==> src/rtl/alu_pkg.sv <==
// ============================================================================
// Module      : alu_pkg
// Description : Shared comparator opcodes, branch funct3 codes and resolver
//               FSM states.
// Revision    : 1.0 - initial release
// ============================================================================
`default_nettype none

package alu_pkg;

    localparam int C_XLEN   = 32;
    localparam int C_PC_INC = 4;

    typedef enum logic [3:0] {
        NOP  = 4'b0000,
        SLT  = 4'b0101,
        SGT  = 4'b0110,
        SLTU = 4'b0111,
        SGTU = 4'b1000,
        EQ   = 4'b1001,
        NE   = 4'b1010
    } cmp_opcode_e;

    typedef enum logic [2:0] {
        F3_BEQ  = 3'b000,
        F3_BNE  = 3'b001,
        F3_BLT  = 3'b100,
        F3_BGE  = 3'b101,
        F3_BLTU = 3'b110,
        F3_BGEU = 3'b111
    } branch_funct3_e;

    typedef enum logic [1:0] {
        IDLE = 2'd0,
        CMP  = 2'd1,
        RESP = 2'd2
    } branch_state_e;

endpackage : alu_pkg

`default_nettype wire

==> src/rtl/branch_resolver_if.sv <==
// ============================================================================
// Module      : branch_resolver_if
// Description : Request, comparator and response channels of the branch
//               resolver.
// Revision    : 1.0 - initial release
// ============================================================================
`default_nettype none

interface branch_resolver_if #(
    parameter int XLEN = 32
);
    logic            req_valid;
    logic            req_ready;
    logic [2:0]      req_funct3;
    logic [XLEN-1:0] req_rs1;
    logic [XLEN-1:0] req_rs2;
    logic [XLEN-1:0] req_pc;
    logic [XLEN-1:0] req_imm;
    logic            req_pred_taken;

    logic [XLEN-1:0] cmp_a;
    logic [XLEN-1:0] cmp_b;
    logic [3:0]      cmp_opcode;
    logic            cmp_a_sign;
    logic            cmp_b_sign;
    logic [XLEN-1:0] cmp_result;

    logic            rsp_valid;
    logic            rsp_ready;
    logic            rsp_taken;
    logic [XLEN-1:0] rsp_target;
    logic            rsp_mispredict;
    logic            rsp_illegal;

    modport master (
        output req_valid, req_funct3, req_rs1, req_rs2, req_pc, req_imm, req_pred_taken,
        input  req_ready,
        input  cmp_a, cmp_b, cmp_opcode, cmp_a_sign, cmp_b_sign,
        output cmp_result,
        output rsp_ready,
        input  rsp_valid, rsp_taken, rsp_target, rsp_mispredict, rsp_illegal
    );

    modport slave (
        input  req_valid, req_funct3, req_rs1, req_rs2, req_pc, req_imm, req_pred_taken,
        output req_ready,
        output cmp_a, cmp_b, cmp_opcode, cmp_a_sign, cmp_b_sign,
        input  cmp_result,
        input  rsp_ready,
        output rsp_valid, rsp_taken, rsp_target, rsp_mispredict, rsp_illegal
    );

endinterface : branch_resolver_if

`default_nettype wire

==> src/rtl/branch_op_map.sv <==
// ============================================================================
// Module      : branch_op_map
// Description : Combinational funct3 to comparator opcode/invert/sign decode.
// Revision    : 1.0 - initial release
// ============================================================================
`default_nettype none

module branch_op_map
    import alu_pkg::*;
(
    input  logic [2:0]  funct3,
    output cmp_opcode_e opcode,
    output logic        invert,
    output logic        is_signed,
    output logic        illegal
);

    // GE forms reuse the LT comparison and flip the result.
    always_comb begin
        opcode    = NOP;
        invert    = 1'b0;
        is_signed = 1'b0;
        illegal   = 1'b0;
        case (funct3)
            F3_BEQ:  opcode = EQ;
            F3_BNE:  opcode = NE;
            F3_BLT:  begin opcode = SLT;  is_signed = 1'b1; end
            F3_BGE:  begin opcode = SLT;  is_signed = 1'b1; invert = 1'b1; end
            F3_BLTU: opcode = SLTU;
            F3_BGEU: begin opcode = SLTU; invert = 1'b1; end
            default: illegal = 1'b1;
        endcase
    end

endmodule : branch_op_map

`default_nettype wire

==> src/rtl/branch_resolver.sv <==
// ============================================================================
// Module      : branch_resolver
// Description : Sequential front end that drives an external comparator and
//               returns branch direction, target and mispredict.
// Revision    : 1.0 - initial release
// ============================================================================
`default_nettype none

module branch_resolver
    import alu_pkg::*;
#(
    parameter int XLEN        = C_XLEN,
    parameter int CMP_LATENCY = 1,
    parameter int PC_INC      = C_PC_INC
) (
    input  logic              clk,
    input  logic              reset,
    input  logic              flush,
    branch_resolver_if.slave  bus
);

    localparam int              CNT_W      = 2;
    localparam logic [CNT_W-1:0] C_CNT_LOAD = CNT_W'(CMP_LATENCY - 1);
    localparam logic [XLEN-1:0]  C_INC      = XLEN'(PC_INC);

    branch_state_e    state_q, state_d;
    logic [XLEN-1:0]  rs1_q, rs1_d;
    logic [XLEN-1:0]  rs2_q, rs2_d;
    logic [XLEN-1:0]  pc_q, pc_d;
    logic [XLEN-1:0]  imm_q, imm_d;
    logic             pred_q, pred_d;
    cmp_opcode_e      opcode_q, opcode_d;
    logic             invert_q, invert_d;
    logic             signed_q, signed_d;
    logic [CNT_W-1:0] cnt_q, cnt_d;
    logic             rsp_taken_q, rsp_taken_d;
    logic [XLEN-1:0]  rsp_target_q, rsp_target_d;
    logic             rsp_mispredict_q, rsp_mispredict_d;
    logic             rsp_illegal_q, rsp_illegal_d;

    cmp_opcode_e      w_map_opcode;
    logic             w_map_invert;
    logic             w_map_signed;
    logic             w_map_illegal;
    logic             w_taken;
    logic             w_in_cmp;
    logic             w_unused_result;

    branch_op_map u_op_map (
        .funct3    (bus.req_funct3),
        .opcode    (w_map_opcode),
        .invert    (w_map_invert),
        .is_signed (w_map_signed),
        .illegal   (w_map_illegal)
    );

    // Only bit 0 of the comparator result carries information.
    assign w_unused_result = ^bus.cmp_result[XLEN-1:1];
    assign w_taken         = bus.cmp_result[0] ^ invert_q;
    assign w_in_cmp        = (state_q == CMP);

    always_comb begin
        state_d          = state_q;
        rs1_d            = rs1_q;
        rs2_d            = rs2_q;
        pc_d             = pc_q;
        imm_d            = imm_q;
        pred_d           = pred_q;
        opcode_d         = opcode_q;
        invert_d         = invert_q;
        signed_d         = signed_q;
        cnt_d            = cnt_q;
        rsp_taken_d      = rsp_taken_q;
        rsp_target_d     = rsp_target_q;
        rsp_mispredict_d = rsp_mispredict_q;
        rsp_illegal_d    = rsp_illegal_q;

        case (state_q)
            IDLE: begin
                if (bus.req_valid) begin
                    rs1_d    = bus.req_rs1;
                    rs2_d    = bus.req_rs2;
                    pc_d     = bus.req_pc;
                    imm_d    = bus.req_imm;
                    pred_d   = bus.req_pred_taken;
                    opcode_d = w_map_opcode;
                    invert_d = w_map_invert;
                    signed_d = w_map_signed;
                    cnt_d    = C_CNT_LOAD;
                    // Illegal encodings never touch the comparator.
                    if (w_map_illegal) begin
                        rsp_illegal_d    = 1'b1;
                        rsp_taken_d      = 1'b0;
                        rsp_target_d     = bus.req_pc + C_INC;
                        rsp_mispredict_d = bus.req_pred_taken;
                        state_d          = RESP;
                    end else begin
                        state_d = CMP;
                    end
                end
            end
            CMP: begin
                if (cnt_q == '0) begin
                    rsp_illegal_d    = 1'b0;
                    rsp_taken_d      = w_taken;
                    rsp_target_d     = w_taken ? (pc_q + imm_q) : (pc_q + C_INC);
                    rsp_mispredict_d = w_taken ^ pred_q;
                    state_d          = RESP;
                end else begin
                    cnt_d = cnt_q - 1'b1;
                end
            end
            RESP: begin
                if (bus.rsp_ready) begin
                    state_d = IDLE;
                end
            end
            default: state_d = IDLE;
        endcase

        if (flush) begin
            state_d          = IDLE;
            cnt_d            = '0;
            rsp_taken_d      = 1'b0;
            rsp_target_d     = '0;
            rsp_mispredict_d = 1'b0;
            rsp_illegal_d    = 1'b0;
        end
    end

    always_ff @(posedge clk or posedge reset) begin
        if (reset) begin
            state_q          <= IDLE;
            rs1_q            <= '0;
            rs2_q            <= '0;
            pc_q             <= '0;
            imm_q            <= '0;
            pred_q           <= 1'b0;
            opcode_q         <= NOP;
            invert_q         <= 1'b0;
            signed_q         <= 1'b0;
            cnt_q            <= '0;
            rsp_taken_q      <= 1'b0;
            rsp_target_q     <= '0;
            rsp_mispredict_q <= 1'b0;
            rsp_illegal_q    <= 1'b0;
        end else begin
            state_q          <= state_d;
            rs1_q            <= rs1_d;
            rs2_q            <= rs2_d;
            pc_q             <= pc_d;
            imm_q            <= imm_d;
            pred_q           <= pred_d;
            opcode_q         <= opcode_d;
            invert_q         <= invert_d;
            signed_q         <= signed_d;
            cnt_q            <= cnt_d;
            rsp_taken_q      <= rsp_taken_d;
            rsp_target_q     <= rsp_target_d;
            rsp_mispredict_q <= rsp_mispredict_d;
            rsp_illegal_q    <= rsp_illegal_d;
        end
    end

    // Comparator sees its NOP default whenever no compare is in progress.
    assign bus.cmp_a          = w_in_cmp ? rs1_q : '0;
    assign bus.cmp_b          = w_in_cmp ? rs2_q : '0;
    assign bus.cmp_opcode     = w_in_cmp ? opcode_q : NOP;
    assign bus.cmp_a_sign     = w_in_cmp & signed_q & rs1_q[XLEN-1];
    assign bus.cmp_b_sign     = w_in_cmp & signed_q & rs2_q[XLEN-1];

    assign bus.req_ready      = (state_q == IDLE);
    assign bus.rsp_valid      = (state_q == RESP);
    assign bus.rsp_taken      = rsp_taken_q;
    assign bus.rsp_target     = rsp_target_q;
    assign bus.rsp_mispredict = rsp_mispredict_q;
    assign bus.rsp_illegal    = rsp_illegal_q;

endmodule : branch_resolver

`default_nettype wire

==> src/flat_wrapper.sv <==
// flat-port wrapper written by rule: the top's interface ports become plain ports
module branch_resolver_flat import alu_pkg::*;
#(
    parameter int XLEN        = C_XLEN,
    parameter int CMP_LATENCY = 1,
    parameter int PC_INC      = C_PC_INC
)
  (clk, reset, flush, bus_req_valid, bus_req_funct3, bus_req_rs1, bus_req_rs2, bus_req_pc, bus_req_imm, bus_req_pred_taken, bus_req_ready, bus_cmp_a, bus_cmp_b, bus_cmp_opcode, bus_cmp_a_sign, bus_cmp_b_sign, bus_cmp_result, bus_rsp_ready, bus_rsp_valid, bus_rsp_taken, bus_rsp_target, bus_rsp_mispredict, bus_rsp_illegal);
  branch_resolver_if #(.XLEN(XLEN)) bus_i ();
  input  logic clk;
  input  logic reset;
  input  logic flush;
  input wire logic [$bits(bus_i.req_valid)-1:0] bus_req_valid;
  input wire logic [$bits(bus_i.req_funct3)-1:0] bus_req_funct3;
  input wire logic [$bits(bus_i.req_rs1)-1:0] bus_req_rs1;
  input wire logic [$bits(bus_i.req_rs2)-1:0] bus_req_rs2;
  input wire logic [$bits(bus_i.req_pc)-1:0] bus_req_pc;
  input wire logic [$bits(bus_i.req_imm)-1:0] bus_req_imm;
  input wire logic [$bits(bus_i.req_pred_taken)-1:0] bus_req_pred_taken;
  output wire logic [$bits(bus_i.req_ready)-1:0] bus_req_ready;
  output wire logic [$bits(bus_i.cmp_a)-1:0] bus_cmp_a;
  output wire logic [$bits(bus_i.cmp_b)-1:0] bus_cmp_b;
  output wire logic [$bits(bus_i.cmp_opcode)-1:0] bus_cmp_opcode;
  output wire logic [$bits(bus_i.cmp_a_sign)-1:0] bus_cmp_a_sign;
  output wire logic [$bits(bus_i.cmp_b_sign)-1:0] bus_cmp_b_sign;
  input wire logic [$bits(bus_i.cmp_result)-1:0] bus_cmp_result;
  input wire logic [$bits(bus_i.rsp_ready)-1:0] bus_rsp_ready;
  output wire logic [$bits(bus_i.rsp_valid)-1:0] bus_rsp_valid;
  output wire logic [$bits(bus_i.rsp_taken)-1:0] bus_rsp_taken;
  output wire logic [$bits(bus_i.rsp_target)-1:0] bus_rsp_target;
  output wire logic [$bits(bus_i.rsp_mispredict)-1:0] bus_rsp_mispredict;
  output wire logic [$bits(bus_i.rsp_illegal)-1:0] bus_rsp_illegal;
  assign bus_i.req_valid = bus_req_valid;
  assign bus_i.req_funct3 = bus_req_funct3;
  assign bus_i.req_rs1 = bus_req_rs1;
  assign bus_i.req_rs2 = bus_req_rs2;
  assign bus_i.req_pc = bus_req_pc;
  assign bus_i.req_imm = bus_req_imm;
  assign bus_i.req_pred_taken = bus_req_pred_taken;
  assign bus_req_ready = bus_i.req_ready;
  assign bus_cmp_a = bus_i.cmp_a;
  assign bus_cmp_b = bus_i.cmp_b;
  assign bus_cmp_opcode = bus_i.cmp_opcode;
  assign bus_cmp_a_sign = bus_i.cmp_a_sign;
  assign bus_cmp_b_sign = bus_i.cmp_b_sign;
  assign bus_i.cmp_result = bus_cmp_result;
  assign bus_i.rsp_ready = bus_rsp_ready;
  assign bus_rsp_valid = bus_i.rsp_valid;
  assign bus_rsp_taken = bus_i.rsp_taken;
  assign bus_rsp_target = bus_i.rsp_target;
  assign bus_rsp_mispredict = bus_i.rsp_mispredict;
  assign bus_rsp_illegal = bus_i.rsp_illegal;
  branch_resolver #(.XLEN(XLEN), .CMP_LATENCY(CMP_LATENCY), .PC_INC(PC_INC)) u_core (.clk(clk), .reset(reset), .flush(flush), .bus(bus_i));
endmodule
==> config.mk <==
export PLATFORM = sky130hd
export DESIGN_NAME = branch_resolver_flat
export DESIGN_NICKNAME = d
export VERILOG_FILES = /design/src/rtl/alu_pkg.sv /design/src/rtl/branch_resolver_if.sv /design/src/rtl/branch_op_map.sv /design/src/rtl/branch_resolver.sv /design/src/flat_wrapper.sv
export SDC_FILE = /design/constraint.sdc
export NUM_CORES = 1
export LEC_CHECK = 0
export CAP_MARGIN = 20
export CORE_MARGIN = 2
export CORE_UTILIZATION = 45
export DETAILED_ROUTE_END_ITERATION = 8
export PLACE_DENSITY = 0.75
export SYNTH_ARGS = -nofsm -noshare
export SYNTH_HDL_FRONTEND = slang
export SYNTH_HIERARCHICAL = 1
export SYNTH_SLANG_ARGS = --single-unit
==> constraint.sdc <==
create_clock -name clk -period 15.1 [get_ports clk]
set_input_delay 2.265 -clock clk [delete_from_list [all_inputs] [get_ports clk]]
set_output_delay 2.265 -clock clk [all_outputs]
set_load 0.05 [all_outputs]
==> results of run 1 <==
flip-flops by register name, summed over array words and instances (netlist names):
signal / flops
u_core/bus.rsp_illegal: 1
u_core/bus.rsp_mispredict: 1
u_core/bus.rsp_taken: 1
u_core/bus.rsp_target: 32
u_core/cnt_q: 2
u_core/imm_q: 32
u_core/invert_q: 1
u_core/opcode_q: 4
u_core/pc_q: 32
u_core/pred_q: 1
u_core/rs1_q: 32
u_core/rs2_q: 32
u_core/signed_q: 1
u_core/state_q: 2
Yosys cell counts (9+ instances only):
cell type	count
and3_1	18
dfrtp_1	174
nor2_1	48
a21o_1	17
a21oi_1	37
o21ai_0	49
nor3_1	13
nand2_1	61
a211oi_1	9
nand4_1	19
inv_1	18
clkbuf_1	30
ha_1	34
xor2_1	28
nand3_1	36
buf_2	12
and2_1	73
o211ai_1	9
xnor2_1	47
mux2_2	132
logic make-up (layout without fill, tap and decap cells):
| group | count (synthesis) | in the layout | synth area share |
|---|---|---|---|
| AO/OA/AOI/OAI | 198 | 198 | 0.131 |
| AND/OR/NAND/NOR | 316 | 316 | 0.167 |
| multiplexers | 134 | 134 | 0.146 |
| XOR/XNOR | 75 | 75 | 0.0636 |
| adder cells (fa/ha/maj) | 35 | 35 | 0.0431 |
| flip-flops | 174 | 174 | 0.421 |
| buffers and inverters | 69 | 303 | 0.0280 |
layer usage:
layer / global-route usage / vias up / wire (um)
met5: 0 / - / 0
li1: - / 4062 / -
met2: 0.413 / 328 / 14200
met1: 0.316 / 4161 / 12700
met3: 0.0752 / 34 / 2430
met4: 0.0651 / 0 / 448
worst register-to-register path, delay by kind of cell (launching register included):
kind / cells / cell delay (ps)
and+or+nand+nor: 4 / 1540
DFF: 1 / 400
buffers and inverters: 2 / 300
adders and majority gates: 1 / 220
AOI/OAI and AO/OA: 3 / 720
cell type report:
| class | instances | share of cell area |
|---|---|---|
| Sequential cell | 174 | 0.319 |
| Timing Repair Buffer | 253 | 0.187 |
| Clock buffer | 18 | 0.0314 |
| Inverter | 18 | 0.00531 |
| Clock inverter | 14 | 0.0121 |
| Tap cell | 285 | 0.0261 |
| Multi-Input combinational cell | 758 | 0.419 |
worst paths after layout:
kind,depth (start not counted),startpoint,slack [ps],end
hold / removal,2,u_core/bus.rsp_taken,480,u_core/bus.rsp_taken
max in group asynchronous,4,reset,11590,u_core/pc_q[29]
hold reg to reg,2,u_core/bus.rsp_taken,480,u_core/bus.rsp_taken
setup / recovery,4,u_core/state_q[0],9860,bus_cmp_opcode[1]
min in group asynchronous,2,reset,2400,u_core/rs1_q[14]
setup reg to reg,10,u_core/cnt_q[0],11860,u_core/bus.rsp_target[26]
metrics by stage:
stage / utilization / setup slack, ps / power (W) / instances / cell area (um2)
floorplan: - / 8120 / 0.00103 / 1001 / 10300
global placement: 0.576 / 9370 / 0.00121 / 1485 / 13000
detailed placement: 0.576 / 9310 / 0.00122 / 1486 / 13000
CTS: 0.603 / 9770 / 0.00167 / 1518 / 13600
global route: 0.605 / 9630 / 0.00176 / 1520 / 13700
finish: 0.605 / 9860 / 0.00166 / 1520 / 13700
report_power, final:
group          switching [W]  internal (W)
Clock               0.000219      0.000225
Sequential         0.0000651      0.000545
Combinational       0.000341      0.000270
==> metrics.md, run 1 <==
| Metric | Value |
|---|---|
| Area share of the largest cell type after synthesis | 0.421 |
| Vias in the first global route | 8707 |
| Most area-consuming cells after synthesis | dfrtp_1, mux2_2, and2_1 |
| Die area | 0.0242 mm2 |
| Max Cap Violations | 0 |
| Netlist cell types | between 70 and 80 |
| Crit path cell chain | nor2b_4 -> buf_4 -> and2_1 -> clkdlybuf4s50_1 |
| Main synth FF type | dfrtp_1 |
| CTS tree | yes |
| Core footprint | between 0.02 and 0.025 mm2 |
| Mapped Avg Cell Area | 10.3 um2 |
| Commonest non-fill, non-tap cell in the layout | clkdlybuf4s50_1 |
| Area of the multi-input gates | 0.00573 mm2 |
| FMAX | 191 MHz |
| Largest net degree at the start of global routing | 99 |
| Final hold vios | 0 |
| # DRC | 0 |
| Synthesized cell area | approximately 0.010 mm2 |
| CP required | roughly 13000 ps |
| # clock sinks | between 150 and 200 |
| Unrepaired setup endpoints after global routing | false |
| Pre-Repair DR Iteration Count | 8 |
| Slew HR | 0.296 |
| FF+latch count, synth | 174 |
| CTS Hold Buffers Added | 0 |
| CTS resizes | 0 |
| Postcts setup bufs | 0 |
| Antenna violations before repair | 0 |
| Total GRT Usage | 0.248 |
| Status | finished clean |
| Crit path DAT | just under 3000 ps |
| Die width | about 160 um |
| # fillers | 1875 |
| Final Critical Period | 5240 ps |
| Async set or reset register ratio after synthesis | 1.00 |
| Commonest non-fill, non-tap cells in the layout | clkdlybuf4s50_1, dfrtp_1, mux2_2 |
| Clk_lat worst skew | 440 ps |
| Syn_nets | 1205 |
| CTS root buffer | clkbuf_16 |
| PD cells | 122 mW/mm2 |
| Hold WS | 477 ps |
| FP Rows | 55 |
| Critical path buffer and inverter count | 2 |
| Port buffer count | 244 |
| Yosys warns | 6 |
| Chip height | 156 um |
| Worst slew pin tran | around 1100 ps |
| Initial detailed-routing violation count | 650 |
| Setup TNS | 0 ps |
| H-tree levels | 4 |
| Cells after synthesis | 1001 |
| Layout net count | between 1000 and 1500 |
| Largest area contributor in the netlist | dfrtp_1 |
| Static Leak | approximately 5.6 nW |
| HPWL Detailed | 21500 um |
| Routed len/inst | ~20 um |
| Final wirelength | 29800 um |
| Vias per cell | 5.65 |
| CTS Buf Count | 17 |
| Vias | approximately 8600 |
| Longest Clk Path Bufs | 2 |
| Final Cycle Share | 0.347 |
| Slowest CP cell | clkdlybuf4s50_1 |
| Top cell family by delay on the critical path | buffers and inverters |
| EDFF count, synth | 0 |
| Worst Path Max Fanout | 70 |
| CP endpoint kind | primary output |
| Setup CP Type | flop to primary output |
| Final setup violation count | 0 |
| Synth-to-layout area growth | 32.2% |
| Grt total ovfl | 0 |
| Antenna Nets Post-Route | 0 |
| Diode count | 0 |
| Layout cells sized above 1 | 0.163 |
| Sequential Area | between 0.004 and 0.005 mm2 |
| # IOs | 276 |
| Max VDD drop | between 0.08 and 0.09 mV |
| First-pass GRT wire length | around 47000 um |
| Routability cong. | ~0.92 |
| Setup Skew | 17.5 ps |
| Initial core utilization | 0.458 |
| Slew Limit Fails | 0 |
| Slowest Stage Delay on Critical Path | 860 ps |
| Startpoint Class | flop |
| Worst-path clk slew | 70 ps |
| Class of the worst hold path | flop to flop |
| Seq/Total Area, Yosys | 0.421 |
Power figures use the tool's default switching activity.
==> run 2, diff against run 1 <==
clock period = 5 ns   (was 15.1 ns; I/O delays follow)
==> run 2 against run 1 <==
Total power grew to 3.0 times the previous value. Hold slack about the same. Non-clock buffer count rose by 1. Sequential share of layout area barely moved. Die area is the same. Clock skew decreased by 3.4 ps. Register-to-register slack got worse by 10000 ps. Routed wire length fell by 0.32%.
==> metrics.md, run 2 (synthesis results as in run 1) <==
| Metric | Value |
|---|---|
| Status | finished clean (unchanged) |
| Antenna violations before repair | 1 (was 0) |
| Synth-to-layout area growth | 32.2% (about the same) |
| FP Rows | 55 (unchanged) |
| Clk_lat worst skew | 430 ps (was 440 ps) |
| Longest Clk Path Bufs | 2 (unchanged) |
| H-tree levels | 4 (unchanged) |
| Pre-Repair DR Iteration Count | 5 (was 8) |
| Startpoint Class | flop (unchanged) |
| Initial core utilization | 0.458 (unchanged) |
| Slew HR | 0.343 (was 0.296) |
| Unrepaired setup endpoints after global routing | false (unchanged) |
| Worst slew pin tran | 982 ps (was 1060 ps) |
| Final Critical Period | 3830 ps |
| Largest net degree at the start of global routing | 175 (was 99) |
| Die width | 156 um (unchanged) |
| CTS resizes | 0 (unchanged) |
| Crit path DAT | 3080 ps (was 2980 ps) |
| FMAX | between 200 and 300 MHz |
| Routed len/inst | 19.5 um (was 19.6 um) |
| Commonest non-fill, non-tap cell in the layout | clkdlybuf4s50_1 (unchanged) |
| Setup Skew | 14.1 ps (was 17.5 ps) |
| Final setup violation count | 0 (unchanged) |
| Core footprint | 0.0226 mm2 (unchanged) |
| Commonest non-fill, non-tap cells in the layout | clkdlybuf4s50_1, dfrtp_1, mux2_2 (unchanged) |
| Final hold vios | 0 (unchanged) |
| Vias | 8674 (was 8585) |
| Final wirelength | 29700 um (was 29800 um) |
| # clock sinks | 174 (unchanged) |
| Die area | 0.0242 mm2 (unchanged) |
| Port buffer count | 244 (unchanged) |
| Worst Path Max Fanout | 44 (was 70) |
| CTS root buffer | clkbuf_16 (unchanged) |
| # IOs | 276 (unchanged) |
| Worst-path clk slew | 70 ps (about the same) |
| HPWL Detailed | 21300 um (was 21500 um) |
| Routability cong. | 0.912 (was 0.924) |
| Setup TNS | 0 ps (unchanged) |
| Static Leak | 5.57 nW (about the same) |
| PD cells | 369 mW/mm2 (was 122 mW/mm2) |
| Vias per cell | 5.70 (was 5.65) |
| Max Cap Violations | 0 (unchanged) |
| CTS Buf Count | 17 (unchanged) |
| CTS Hold Buffers Added | 0 (unchanged) |
| Layout net count | 1427 (was 1426) |
| CP endpoint kind | primary output (unchanged) |
| Max VDD drop | 0.209 mV (was 0.0846 mV) |
| First-pass GRT wire length | 46700 um (about the same) |
| Vias in the first global route | 8815 (was 8707) |
| CP required | 4250 ps (was 12840 ps) |
| # DRC | 0 (unchanged) |
| Grt total ovfl | 0 (unchanged) |
| Final Cycle Share | 0.766 |
| Slew Limit Fails | 0 (unchanged) |
| Hold WS | 477 ps (about the same) |
| Setup CP Type | flop to primary output (unchanged) |
| Antenna Nets Post-Route | 0 (unchanged) |
| Total GRT Usage | 0.246 (was 0.248) |
| Initial detailed-routing violation count | 442 (was 650) |
| Postcts setup bufs | 0 (unchanged) |
| Chip height | 156 um (unchanged) |
| CTS tree | yes (unchanged) |
| Class of the worst hold path | flop to flop (unchanged) |
| Layout cells sized above 1 | 0.163 (about the same) |
run 2: cell count changes in the layout (fill, tap and decap cells not counted), sizes merged:
| cell | before | now |
|---|---|---|
| buf | 9 | 10 |
| clkinv | 5 | 7 |
| clkinvlp | 0 | 1 |
| diode | 0 | 1 |
| inv | 27 | 24 |
run 2: final timing paths:
path                                       from                        end  slack [ps]  depth (start not counted)
max in group asynchronous                 reset  u_core/bus.rsp_target[24]        3320                          3
min                        u_core/bus.rsp_taken       u_core/bus.rsp_taken         480                          2
min in group asynchronous                 reset   u_core/bus.rsp_target[5]         930                          3
min reg2reg                u_core/bus.rsp_taken       u_core/bus.rsp_taken         480                          2
max reg2reg                      u_core/pc_q[0]  u_core/bus.rsp_target[26]        1910                         11
max                           u_core/state_q[0]               bus_cmp_a[0]        1170                          4
run 2: area by class of cell:
class	instances	area, um2
Fill cell	1915	8910
Antenna cell	1	2.50
Tap cell	285	357
Clock inverter	14	173
Sequential cell	174	4350
Clock buffer	18	429
Timing Repair Buffer	254	2540
Inverter	18	71.3
Multi-Input combinational cell	758	5730
run 2: stage by stage:
step	power (W)	setup WS, ps	cell area, um2	utilization	std cells
2_1_floorplan	0.00312	2030	10300	-	1001
3_3_place_gp	0.00365	1360	13100	0.578	1489
3_5_place_dp	0.00368	1340	13100	0.578	1489
4_1_cts	0.00506	1110	13700	0.605	1521
5_1_grt	0.00531	944	13700	0.605	1522
6_report	0.00504	1170	13700	0.605	1522
run 2: routing by layer:
| metal | wire length, um | vias to the layer above | GRT usage |
|---|---|---|---|
| met5 | 0 | - | 0 |
| met4 | 724 | 0 | 0.0878 |
| met3 | 2710 | 46 | 0.0825 |
| met2 | 13900 | 350 | 0.397 |
| met1 | 12400 | 4208 | 0.309 |
| li1 | - | 4070 | - |
run 2: power by group:
| part | total (W) | leakage [nW] | internal (W) | switching, W |
|---|---|---|---|---|
| Combinational | 0.00184 | 3.18 | 0.000813 | 0.00103 |
| Sequential | 0.00184 | 2.10 | 0.00164 | 0.000199 |
| Clock | 0.00136 | 0.293 | 0.000680 | 0.000680 |
| Total | 0.00504 | 5.57 | 0.00314 | 0.00190 |
run 2: worst max-delay path, cell delays in order, from the launching register on:
cell             delay [ps]
dfrtp_1                 450
nor2b_4                 610
buf_4                   530
and2_1                  200
clkdlybuf4s50_1         830
==> run 3, diff against run 2 <==
clock period = 4 ns   (was 5 ns; I/O delays follow)
==> run 3 against run 2 <==
Via count is 0.14% lower. Highest routed layer unchanged. Setup slack got worse by 290 ps. Sequential power is 26% higher. Count of clock-buffer cells in the layout unchanged. Largest power group unchanged. Critical path type unchanged.
==> metrics.md, run 3 (synthesis results as in run 1) <==
| Metric | Value |
|---|---|
| Grt total ovfl | 0 (unchanged) |
| Class of the worst hold path | flop to flop (unchanged) |
| FMAX | around 320 MHz |
| Max Cap Violations | 0 (unchanged) |
| Startpoint Class | flop (unchanged) |
| # fillers | 1912 (was 1915) |
| Port buffer count | 244 (unchanged) |
| CP endpoint kind | primary output (unchanged) |
| Routability cong. | 0.863 (was 0.912) |
| CTS Buf Count | 17 (unchanged) |
| CTS resizes | 0 (unchanged) |
| Status | finished clean (unchanged) |
| CTS tree | yes (unchanged) |
| Max VDD drop | 0.230 mV (was 0.209 mV) |
| H-tree levels | 4 (unchanged) |
| # clock sinks | 174 (unchanged) |
| Commonest non-fill, non-tap cells in the layout | clkdlybuf4s50_1, dfrtp_1, mux2_2 (unchanged) |
| Routed len/inst | 19.5 um (about the same) |
| Initial detailed-routing violation count | 452 (was 442) |
| Core footprint | 0.0226 mm2 (unchanged) |
| Final hold vios | 0 (unchanged) |
| PD cells | 459 mW/mm2 (was 369 mW/mm2) |
| Slew Limit Fails | 0 (unchanged) |
| Clk_lat worst skew | 440 ps (was 430 ps) |
| Total GRT Usage | 0.250 (was 0.246) |
| Logic pwr share | 0.366 (was 0.365) |
| Switching Power | 0.00237 W (was 0.00190 W) |
| Internal power | 0.00393 W (was 0.00314 W) |
| Layout cells sized above 1 | 0.169 (was 0.163) |
| # IOs | 276 (unchanged) |
| Final Instance Area | 0.0137 mm2 (about the same) |
| Seq pwr share | 0.366 (about the same) |
| Chip height | 156 um (unchanged) |
| Final Critical Period | about 3100 ps |
| Hold path depth | 1 (was 2) |
| HPWL Detailed | 21900 um (was 21300 um) |
| Vias per cell | 5.67 (was 5.70) |
| FP Rows | 55 (unchanged) |
| FF-to-FF path depth | 11 (unchanged) |
| Synth-to-layout area growth | 32.8% (was 32.2%) |
| Setup Skew | 12.1 ps (was 14.1 ps) |
| CTS root buffer | clkbuf_16 (unchanged) |
| Antenna Nets Post-Route | 0 (unchanged) |
| Clock Power Share | 0.267 (was 0.270) |
| Final setup violation count | 0 (unchanged) |
| Unrepaired setup endpoints after global routing | false (unchanged) |
| Static Leak | 5.61 nW (was 5.57 nW) |
| Setup TNS | 0 ps (unchanged) |
| Antenna violations before repair | 0 (was 1) |
| Worst slew pin tran | 774 ps (was 982 ps) |
| Initial core utilization | 0.458 (unchanged) |
| Final Cycle Share | 0.781 |
| Overall power | 0.00629 W (was 0.00504 W) |
| Crit path DAT | 2530 ps (was 3080 ps) |
| Largest net degree at the start of global routing | 74 (was 175) |
| Setup CP Type | flop to primary output (unchanged) |
| Vias in the first global route | 8899 (was 8815) |
| Diode count | 0 (was 1) |
| Die area | 0.0242 mm2 (unchanged) |
| Die width | 156 um (unchanged) |
| First-pass GRT wire length | 47500 um (was 46700 um) |
| Commonest non-fill, non-tap cell in the layout | clkdlybuf4s50_1 (unchanged) |
| Switching Share | 0.376 (was 0.378) |
| Dpl ws | 635 ps (was 1340 ps) |
| Pre-Repair DR Iteration Count | 5 (unchanged) |
| Worst-path clk slew | 80 ps (was 70 ps) |
| CP required | 3400 ps (was 4250 ps) |
| Vias | 8662 (was 8674) |
| Layout net count | 1435 (was 1427) |
| Final worst slack | 875 ps (was 1170 ps) |
| Longest Clk Path Bufs | 2 (unchanged) |
| Dpl cell area | 0.0131 mm2 (about the same) |
| CTS Hold Buffers Added | 0 (unchanged) |
| Postcts setup bufs | 0 (unchanged) |
| # DRC | 0 (unchanged) |
| Slew HR | 0.483 (was 0.343) |
| Final wirelength | 29800 um (was 29700 um) |
| Worst Path Max Fanout | 47 (was 44) |
==> run 3: worst max-delay path: stages, from the launching register on <==
cell             delay [ps]
dfrtp_1                 460
nor2b_4                 190
buf_4                   400
and2_1                  190
clkdlybuf4s50_1         840
==> run 3: power by group through the flow <==
| stage | Combinational [W] | Sequential [W] | Clock, W |
|---|---|---|---|
| 3_5_place_dp | 0.00229 | 0.00234 | 0 |
| 6_report | 0.00231 | 0.00231 | 0.00168 |
| 3_3_place_gp | 0.00225 | 0.00233 | 0 |
| 5_1_grt | 0.00251 | 0.00235 | 0.00179 |
| 2_1_floorplan | 0.00150 | 0.00240 | 0 |
| 4_1_cts | 0.00230 | 0.00231 | 0.00172 |
==> run 3: area by class of cell <==
type                    instances  area (um2)  share of cell area
well taps                     285         357              0.0260
inverters                      18        71.3             0.00520
repair buffers                262        2620               0.191
multi-input cells             758        5730               0.417
flip-flops and latches        174        4350               0.317
clock buffers                  18         429              0.0313
clock inverters                14         168              0.0122
==> run 3: through the flow <==
stage,util,hold slack (ps),cells
3_5_place_dp,0.581,472,1497
6_report,0.608,480,1529
2_1_floorplan,-,448,1001
4_1_cts,0.608,488,1529
5_1_grt,0.608,516,1529
3_3_place_gp,0.581,463,1497
==> run 3: path summary, 6_finish.rpt <==
kind / from / end / slack (ps)
hold / removal: u_core/cnt_q[0] / u_core/cnt_q[0] / 480
setup reg to reg: u_core/pc_q[0] / u_core/bus.rsp_target[26] / 960
hold reg to reg: u_core/cnt_q[0] / u_core/cnt_q[0] / 480
setup / recovery: u_core/state_q[0] / bus_cmp_opcode[1] / 870
min in group asynchronous: reset / u_core/rs1_q[14] / 640
max in group asynchronous: reset / u_core/bus.rsp_target[22] / 2500
==> run 3: metal layers <==
layer  part of all wire  vias up  GRT usage
met2               0.48      337      0.416
met1               0.42     4205      0.314
met3              0.086       37     0.0827
met4              0.018        0     0.0647
li1                   -     4083          -
met5                  0        -          0
